<file path="config.mk">
export PLATFORM = sky130hd
export DESIGN_NAME = grostl_inv_sub_bytes_iter
export DESIGN_NICKNAME = d
export VERILOG_FILES = /design/src/rtl/grostl_inv_sub_bytes_iter.sv
export SDC_FILE = /design/constraint.sdc
export NUM_CORES = 2
export LEC_CHECK = 0
export ABC_AREA = 1
export ABC_CLOCK_PERIOD_IN_PS = 3230
export CAP_MARGIN = 20
export CORE_ASPECT_RATIO = 0.5
export CORE_UTILIZATION = 45
export DETAILED_ROUTE_END_ITERATION = 8
export GPL_TIMING_DRIVEN = 0
export PLACE_DENSITY = 0.73
export REMOVE_ABC_BUFFERS = 1
export SLEW_MARGIN = 20
export SYNTH_ARGS = -nofsm -noshare
export SYNTH_HDL_FRONTEND = slang
export SYNTH_SLANG_ARGS = --single-unit
</file>
<file path="constraint.sdc">
create_clock -name clk -period 3.23 [get_ports clk]
set_input_delay 0.646 -clock clk [delete_from_list [all_inputs] [get_ports clk]]
set_output_delay 0.646 -clock clk [all_outputs]
set_load 0.03 [all_outputs]
</file>
<file path="src/rtl/grostl_inv_sub_bytes_iter.sv">
// Inverse AES SubBytes over a 64-byte Groestl state, eight bytes per beat across eight beats.
// Latency 8 cycles from accept to dout_valid (9 with GROSTL_INV_SB_PIPE_EN); result held in DONE until dout_ready.
module grostl_inv_sub_bytes_iter (
    input  logic             clk,
    input  logic             rst_n,
    input  logic [0:63][7:0] din,
    input  logic             din_valid,
    output logic             din_ready,
    output logic [0:63][7:0] dout,
    output logic             dout_valid,
    input  logic             dout_ready
);

    localparam logic [0:255][7:0] INV_SBOX = {
        8'h52, 8'h09, 8'h6a, 8'hd5, 8'h30, 8'h36, 8'ha5, 8'h38, 8'hbf, 8'h40, 8'ha3, 8'h9e, 8'h81, 8'hf3, 8'hd7, 8'hfb,
        8'h7c, 8'he3, 8'h39, 8'h82, 8'h9b, 8'h2f, 8'hff, 8'h87, 8'h34, 8'h8e, 8'h43, 8'h44, 8'hc4, 8'hde, 8'he9, 8'hcb,
        8'h54, 8'h7b, 8'h94, 8'h32, 8'ha6, 8'hc2, 8'h23, 8'h3d, 8'hee, 8'h4c, 8'h95, 8'h0b, 8'h42, 8'hfa, 8'hc3, 8'h4e,
        8'h08, 8'h2e, 8'ha1, 8'h66, 8'h28, 8'hd9, 8'h24, 8'hb2, 8'h76, 8'h5b, 8'ha2, 8'h49, 8'h6d, 8'h8b, 8'hd1, 8'h25,
        8'h72, 8'hf8, 8'hf6, 8'h64, 8'h86, 8'h68, 8'h98, 8'h16, 8'hd4, 8'ha4, 8'h5c, 8'hcc, 8'h5d, 8'h65, 8'hb6, 8'h92,
        8'h6c, 8'h70, 8'h48, 8'h50, 8'hfd, 8'hed, 8'hb9, 8'hda, 8'h5e, 8'h15, 8'h46, 8'h57, 8'ha7, 8'h8d, 8'h9d, 8'h84,
        8'h90, 8'hd8, 8'hab, 8'h00, 8'h8c, 8'hbc, 8'hd3, 8'h0a, 8'hf7, 8'he4, 8'h58, 8'h05, 8'hb8, 8'hb3, 8'h45, 8'h06,
        8'hd0, 8'h2c, 8'h1e, 8'h8f, 8'hca, 8'h3f, 8'h0f, 8'h02, 8'hc1, 8'haf, 8'hbd, 8'h03, 8'h01, 8'h13, 8'h8a, 8'h6b,
        8'h3a, 8'h91, 8'h11, 8'h41, 8'h4f, 8'h67, 8'hdc, 8'hea, 8'h97, 8'hf2, 8'hcf, 8'hce, 8'hf0, 8'hb4, 8'he6, 8'h73,
        8'h96, 8'hac, 8'h74, 8'h22, 8'he7, 8'had, 8'h35, 8'h85, 8'he2, 8'hf9, 8'h37, 8'he8, 8'h1c, 8'h75, 8'hdf, 8'h6e,
        8'h47, 8'hf1, 8'h1a, 8'h71, 8'h1d, 8'h29, 8'hc5, 8'h89, 8'h6f, 8'hb7, 8'h62, 8'h0e, 8'haa, 8'h18, 8'hbe, 8'h1b,
        8'hfc, 8'h56, 8'h3e, 8'h4b, 8'hc6, 8'hd2, 8'h79, 8'h20, 8'h9a, 8'hdb, 8'hc0, 8'hfe, 8'h78, 8'hcd, 8'h5a, 8'hf4,
        8'h1f, 8'hdd, 8'ha8, 8'h33, 8'h88, 8'h07, 8'hc7, 8'h31, 8'hb1, 8'h12, 8'h10, 8'h59, 8'h27, 8'h80, 8'hec, 8'h5f,
        8'h60, 8'h51, 8'h7f, 8'ha9, 8'h19, 8'hb5, 8'h4a, 8'h0d, 8'h2d, 8'he5, 8'h7a, 8'h9f, 8'h93, 8'hc9, 8'h9c, 8'hef,
        8'ha0, 8'he0, 8'h3b, 8'h4d, 8'hae, 8'h2a, 8'hf5, 8'hb0, 8'hc8, 8'heb, 8'hbb, 8'h3c, 8'h83, 8'h53, 8'h99, 8'h61,
        8'h17, 8'h2b, 8'h04, 8'h7e, 8'hba, 8'h77, 8'hd6, 8'h26, 8'he1, 8'h69, 8'h14, 8'h63, 8'h55, 8'h21, 8'h0c, 8'h7d
    };

    typedef enum logic [1:0] {
        S_IDLE,
        S_RUN,
        S_DONE
    } state_t;

    state_t           state_q, state_d;
    logic [2:0]       beat_q, beat_d;
    logic [0:63][7:0] src_q, src_d;
    logic [0:63][7:0] res_q, res_d;
    logic [0:7][7:0]  sb_out;

`ifdef GROSTL_INV_SB_PIPE_EN
    logic [0:7][7:0]  pipe_q, pipe_d;
    logic             pipe_vld_q, pipe_vld_d;
    logic [2:0]       pipe_beat_q, pipe_beat_d;
`endif

    // Eight shared lookups, steered by the beat counter.
    always_comb begin
        for (int i = 0; i < 8; i++) begin
            sb_out[i] = INV_SBOX[src_q[{beat_q, 3'(i)}]];
        end
    end

    always_comb begin
        state_d = state_q;
        beat_d  = beat_q;
        src_d   = src_q;
        res_d   = res_q;
`ifdef GROSTL_INV_SB_PIPE_EN
        pipe_d      = pipe_q;
        pipe_vld_d  = 1'b0;
        pipe_beat_d = pipe_beat_q;
`endif
        case (state_q)
            S_IDLE: begin
                if (din_valid) begin
                    src_d   = din;
                    beat_d  = 3'd0;
                    state_d = S_RUN;
                end
            end
            S_RUN: begin
`ifdef GROSTL_INV_SB_PIPE_EN
                // Counter parks on 7 while the last lookup drains from the pipe stage.
                beat_d      = (beat_q == 3'd7) ? beat_q : beat_q + 3'd1;
                pipe_d      = sb_out;
                pipe_vld_d  = 1'b1;
                pipe_beat_d = beat_q;
                if (pipe_vld_q) begin
                    for (int i = 0; i < 8; i++) begin
                        res_d[{pipe_beat_q, 3'(i)}] = pipe_q[i];
                    end
                    if (pipe_beat_q == 3'd7) begin
                        state_d    = S_DONE;
                        beat_d     = 3'd0;
                        pipe_vld_d = 1'b0;
                    end
                end
`else
                for (int i = 0; i < 8; i++) begin
                    res_d[{beat_q, 3'(i)}] = sb_out[i];
                end
                beat_d = beat_q + 3'd1;
                if (beat_q == 3'd7) begin
                    state_d = S_DONE;
                end
`endif
            end
            S_DONE: begin
                if (dout_ready) begin
                    state_d = S_IDLE;
                end
            end
            default: state_d = S_IDLE;
        endcase
    end

    always_ff @(posedge clk or negedge rst_n) begin
        if (!rst_n) begin
            state_q <= S_IDLE;
            beat_q  <= 3'd0;
            src_q   <= '0;
            res_q   <= '0;
        end else begin
            state_q <= state_d;
            beat_q  <= beat_d;
            src_q   <= src_d;
            res_q   <= res_d;
        end
    end

`ifdef GROSTL_INV_SB_PIPE_EN
    always_ff @(posedge clk or negedge rst_n) begin
        if (!rst_n) begin
            pipe_q      <= '0;
            pipe_vld_q  <= 1'b0;
            pipe_beat_q <= 3'd0;
        end else begin
            pipe_q      <= pipe_d;
            pipe_vld_q  <= pipe_vld_d;
            pipe_beat_q <= pipe_beat_d;
        end
    end
`endif

    assign din_ready  = (state_q == S_IDLE);
    assign dout_valid = (state_q == S_DONE);
    assign dout       = res_q;

endmodule

</file>
* Word-level counts from Yosys, hierarchy flattened
Memories as Yosys holds them, arrays and structs flattened.
Index checks and enable logic that the tools add are counted.
** Word-level totals
- Logic and storage cells :: 268
- Input bits :: 516
- Memories kept :: 8
- Register bits :: 1029
- Memory bits (read-only) :: 16384
- Output and inout port bits :: 514
** Memories
- (name not given) :: words 256, width 8, read ports 1, clocked after memory_dff 0, write ports 0, line 54 : sb_out[i] = INV_SBOX[src_q[{beat_q, 3'(i)}]];
- (name not given) :: words 256, width 8, read ports 1, clocked after memory_dff 0, write ports 0, line 54
- (name not given) :: words 256, width 8, read ports 1, clocked after memory_dff 0, write ports 0, line 54
- (name not given) :: words 256, width 8, read ports 1, clocked after memory_dff 0, write ports 0, line 54
- (name not given) :: words 256, width 8, read ports 1, clocked after memory_dff 0, write ports 0, line 54
- (name not given) :: words 256, width 8, read ports 1, clocked after memory_dff 0, write ports 0, line 54
- +2 memories
** Operators by class
- $lt $le $gt $ge :: 24
- $add $sub $neg :: 1
- Equal/unequal tests :: 6
- Reductions and logical operators :: 13
- Mux-type cells :: 70
- Bitwise gates (word level) :: 16
** Operators by type and width (number)
- bitwise mux 512 bit :: 8
- binary-select mux 8 bit (select 6 bit) :: 8
- demux 8 bit (select 6 bit) :: 8
- two-way mux 8 bit :: 40
- greater-or-equal comparator 9 bit (second input constant) :: 8
- NOT 8 -> 9 bit :: 8
- greater-or-equal comparator 7 bit (second input constant) :: 8
- < comparator 7 x 1 -> 1 bit (second input constant) :: 8
- NOT 6 -> 7 bit :: 8
- logical AND 1 bit :: 8
- two-way mux 2 bit :: 3
- case mux 2 bit (3 select lines) :: 1
- case mux 3 bit (2 select lines) :: 1
- != test 2 bit (second input constant) :: 2
- AND reduction 2 bit :: 2
- adder 3 x 1 -> 3 bit (second input constant) :: 1
- == test 3 bit (second input constant) :: 1
- two-way mux 3 bit :: 1
- AND reduction 3 bit :: 1
- == test 2 x 1 -> 1 bit (second input constant) :: 1
- == test 2 bit (second input constant) :: 1
- zero test 2 bit :: 1
- != test 2 x 1 -> 1 bit (second input constant) :: 1
- nonzero test 2 bit :: 1

* Logic depth before layout (Yosys ltp)
- Depth in word-level cells :: 16
- Depth in mapped cells :: 25
- Mapped depth without buffers :: 21

* Worst setup path after synthesis
Ideal clock, no wire load.
- Path type :: reg2reg
- From :: register beat_q[2]
- To :: register res_q, in the netlist dout[209]
- Arrival time :: 3.147 ns
- Required time :: 3.113 ns
- Stages on the path, launching flop included :: 21
- Library setup time :: 0.117 ns
- Setup slack :: -0.034 ns
- Path buffers :: 4
- Clock period less this slack :: 3.264 ns
- Cell sequence :: dfrtp_1 buf_4 nand2_2 inv_2 buf_2 buf_2 nand3_1 nand3_1 nor2_1 ha_1 inv_1 nand3_1 clkbuf_1 nand3_1 nand3_1 nand3_1 nand3_1 nand3_1 nand2_1 nand2_1 nand2_1
** Between the ends
- Cells in the longest elaborated chain, start to end :: 16
- Elaborated cells between the ends (all ways) :: 112
- Classes of those cells :: order compare (16); mux (64); bitwise (16); reduce/logical (8); memory (8)
** RTL lines
- start, declared :: line 40 : logic [2:0] beat_q, beat_d;
- start signal, assigned :: line 120 : beat_q <= beat_d;
- NOT 6 -> 7 bit (implied by the code) :: line 54, 95
- binary-select mux 8 bit (select 6 bit) :: line 54
- two-way mux 8 bit (implied by the code) (2 in series) :: line 54
- NOT 8 -> 9 bit (implied by the code) :: line 54
- memory (256 x 8 bit)
- two-way mux 8 bit (implied by the code) (2 in series) :: line 54
- bitwise mux 512 bit (7 in series) :: line 95 : res_d[{beat_q, 3'(i)}] = sb_out[i];
- bitwise mux 512 bit * :: line 95
- end signal, assigned :: line 122 : res_q <= res_d;
- end, declared :: line 42 : logic [0:63][7:0] res_q, res_d;
Every way passes the cells marked *; elsewhere a longest branch is shown, timed or not. The select of a mux whose other input is x is not followed.
A chain may end at the register's enable or synchronous reset.

* Worst setup path after layout
- From :: register beat_q[0]
- To :: register res_q, in the netlist dout[265]
The elaborated chain is that of the path after synthesis.

==> summary.md <==
| Metric | Value |
|---|---|
| Starting Density | `45.53%` |
| Vias/cell | `6.192` |
| Fin crit period | `3.907 ns` |
| Seq/Total Area, Yosys | `37.89%` |
| Final cell count without fillers | `13000` |
| Reg-to-Reg End | `dout[265]$_DFFE_PN0P_` |
| Buffers on Ports | `1029` |
| Multi-input logic area | `0.04302 sq mm` |
| Area of the core | `0.1493 sq mm` |
| Final setup violation count | `586` |
| Initial antenna violation count | `60` |
| Critical Path Sink Type | `flop` |
| Cells after Synth | `9878` |
| Worst slew margin | `37.72%` |
| Top area cells in the synthesized netlist | `dfrtp_1 (38%), nand2_1 (20%), nand3_1 (18%)` |
| Largest buffer count on any clock path | `3` |
| Outcome | `complete, but fails checks` |
| Worst Min Path Start | `din[508]` |
| GRT Util Overall | `43.84%` |
| Cell Rows | `100` |
| R2R depth | `25` |
| TritonCTS clock tree | `done` |
| Worst skew pair latency | `0.74 ns` |
| First-pass GRT wire length | `499100 um` |
| Die height | `276.8 um` |
| GP Congestion | `1.018` |
| Setup CP Type | `flop to flop` |
| Largest net degree at the start of global routing | `138` |
| TritonCTS Sinks | `1029` |
| DR pass1 iterations | `9` |
| Unrepaired setup endpoints after global routing | `true` |
| Post-Place Cells | `12380` |
| Max-slew violation count | `0` |
| Vias in the first global route | `74480` |
| Crit share post-route | `121.0%` |
| Worst Hold Class | `input pin to flop` |
| Reg2Reg Setup Slack | `-0.68 ns` |
| CP Data Arrival Time | `4.56 ns` |
| # fillers | `13200` |
| Min Hold Slack | `0.4791 ns` |
| Clk slew on worst S/H paths | `0.09 ns` |
| CP Max Fanout | `8` |
| Clock skew | `0.03681 ns` |
| Post-Syn Area | `0.06796 sq mm` |
| Synthesized area per cell | `6.880 sq um` |
| Worst-Margin Slew | `0.9342 ns` |
| Area growth syn-to-layout | `38.71%` |
| CTS root buf | `clkbuf_16` |
| Hold path depth | `3` |
| Synth area leader | `dfrtp_1` |
| CP startpoint kind | `flop` |
| Nets | `11550` |
| Reg-to-Reg Start | `beat_q[0]$_DFFE_PN0P_` |
| CTS H-tree lvls | `3` |
| DRC viols | `2` |
| Via count | `80470` |
| Share of layout cells above drive strength 1 | `17.40%` |
| Die ar. | `0.1527 sq mm` |
| WL/cell | `27.03 um` |
| Remaining Overflow, GRT | `0` |
| Distinct cells, synth | `39` |
| Die span in x | `551.6 um` |
| Failing checks | `DRC, setup timing` |
| Fin. Hold Viols | `0` |
| Hpwl dp | `219600 um` |
| Routed WL | `351200 um` |
| Reg area | `0.02576 sq mm` |
| Number of routed nets with antenna violations | `0` |
| Top-area cell type share of the netlist area | `37.89%` |
| Hold path endpoint | `src_q[508]$_DFFE_PN0P_` |
| Fmax | `0.2560 GHz` |
| Initial DRC Count | `13030` |
| Ports | `1030` |
| Cts bufs inserted | `97` |
| Critical Path RT | `3.88 ns` |
| Max cap viols | `0` |
| Synth warnings | `0` |
| Worst setup margin | `-0.6769 ns` |
| Seq cells post-synth | `1029` |
-- logic make-up (layout without fill, tap and decap cells) --
family                   Yosys count  in the layout  share of synthesized area (%)
AO/OA/AOI/OAI                    658            661                          5.256
buffers and inverters           1133           2172                          6.943
AND/OR/NAND/NOR                 6572           6604                          41.56
other                              0             55                              0
adder cells (fa/ha/maj)          163            163                          3.001
flip-flops                      1029           1029                          37.89
multiplexers                     323            323                          5.352
-- layout make-up --
type,instances,area share [%]
Inverter,480,2.189
Sequential cell,1029,27.33
Clock inverter,52,0.7354
Multi-Input combinational cell,7751,45.63
Antenna cell,55,0.1460
Timing Repair Buffer,1504,18.34
Timing Repair inverter,8,0.09557
Clock buffer,128,2.890
Tap cell,1989,2.640
-- per-stage QoR --
stage	setup slack, ns	util [%]	TNS (ns)	cell area, sq um
floorplan	-11.59	-	-	65040
global placement	-46.77	52.14	-	77830
detailed placement	-3.640	54.61	-1593.36	81510
CTS	-0.5945	61.22	-253.10	91380
global route	-0.8020	63.14	-370.94	94250
finish	-0.6769	63.15	-306.47	94260
-- per-layer routing --
metal  GRT usage (%)  wire length (um)
met1           55.32            127400
met2           65.05            149600
met3           13.45             46390
met4           28.18             27810
met5               0                35
-- flip-flops by register name, indices dropped and copies added, names as in the netlist --
signal	cells
dout	512
src_q	512
state_q	2
beat_q	3
-- cells in the final DEF (no fill, tap or decap), types with 80 or more instances in the layout --
master / n
nand3_1: 2156
clkdlybuf4s50_1: 1028
clkbuf_16: 103
ha_1: 106
o21ai_0: 125
dfrtp_1: 1026
o211ai_1: 80
a21oi_1: 377
buf_4: 246
nand2_4: 137
inv_1: 399
nand3_2: 197
nand2_2: 135
mux2_2: 323
buf_16: 92
nand2_1: 3311
nor2_1: 350
-- worst max path at each step --
stage	slack (ns)	cells past startpoint	from	to
after floorplan	-11.59	2	din_valid	src_q[103]$_DFFE_PN0P_
after global placement	-46.77	1	rst_n	src_q[181]$_DFFE_PN0P_
after detailed placement	-3.64	18	beat_q[0]$_DFFE_PN0P_	dout[481]$_DFFE_PN0P_
after CTS	-0.59	19	beat_q[0]$_DFFE_PN0P_	dout[112]$_DFFE_PN0P_
after global routing	-0.80	24	beat_q[0]$_DFFE_PN0P_	dout[196]$_DFFE_PN0P_
final	-0.68	25	beat_q[0]$_DFFE_PN0P_	dout[265]$_DFFE_PN0P_
-- cells in the mapped netlist --
| cell type | n |
|---|---|
| a21oi_1 | 399 |
| a21oi_2 | 8 |
| a31oi_1 | 6 |
| a32o_1 | 4 |
| and2_1 | 1 |
| buf_1 | 25 |
| buf_2 | 271 |
| buf_4 | 23 |
| buf_6 | 5 |
| clkbuf_1 | 329 |
| clkinv_1 | 9 |
| dfrtp_1 | 1029 |
| ha_1 | 163 |
| inv_1 | 454 |
| inv_2 | 16 |
| inv_4 | 1 |
| mux2_2 | 323 |
| nand2_1 | 3609 |
| nand2_2 | 17 |
| nand3_1 | 2416 |
| nand3_2 | 1 |
| nand3b_1 | 10 |
| nand3b_2 | 1 |
| nand4_1 | 30 |
| nor2_1 | 370 |
| nor2_2 | 22 |
| nor2_4 | 5 |
| nor3_1 | 5 |
| nor3_2 | 2 |
| nor4_1 | 4 |
| nor4_4 | 4 |
| o211ai_1 | 80 |
| o21ai_0 | 145 |
| o21ai_1 | 9 |
| o21ai_2 | 4 |
| o21bai_1 | 1 |
| o22ai_1 | 1 |
| o31ai_1 | 1 |
| or2_2 | 75 |
-- what timing repair did --
item,CTS,global route
hold endpoints to repair,116,0
pin swaps,95,107
endpoints found under the setup margin,586,731
gates cloned,51,17
buffers inserted,240,74
hold buffers,1,0
resized for setup,786,403
-- worst max-delay path: stages (launching register included) --
cell and delay [ns]:
dfrtp_4 0.50, buf_16 0.17, buf_16 0.16, buf_16 0.17, inv_16 0.11, buf_16 0.17
nor2_4 0.07, buf_12 0.16, buf_16 0.17, nand2_1 0.08, o21ai_2 0.07, nor2_4 0.23
buf_6 0.19, ha_4 0.20, inv_4 0.06, nand2_4 0.15, buf_4 0.14, nand3_2 0.07
nand3_1 0.11, nand3_1 0.10, nand3_2 0.15, nand3_4 0.10, nand2_4 0.10, buf_12 0.16
nand2_1 0.07, nand2_1 0.07
Power is left out: the tool's default activity adds up to more than one toggle a clock period on the data nets, which glitch-free logic cannot reach.
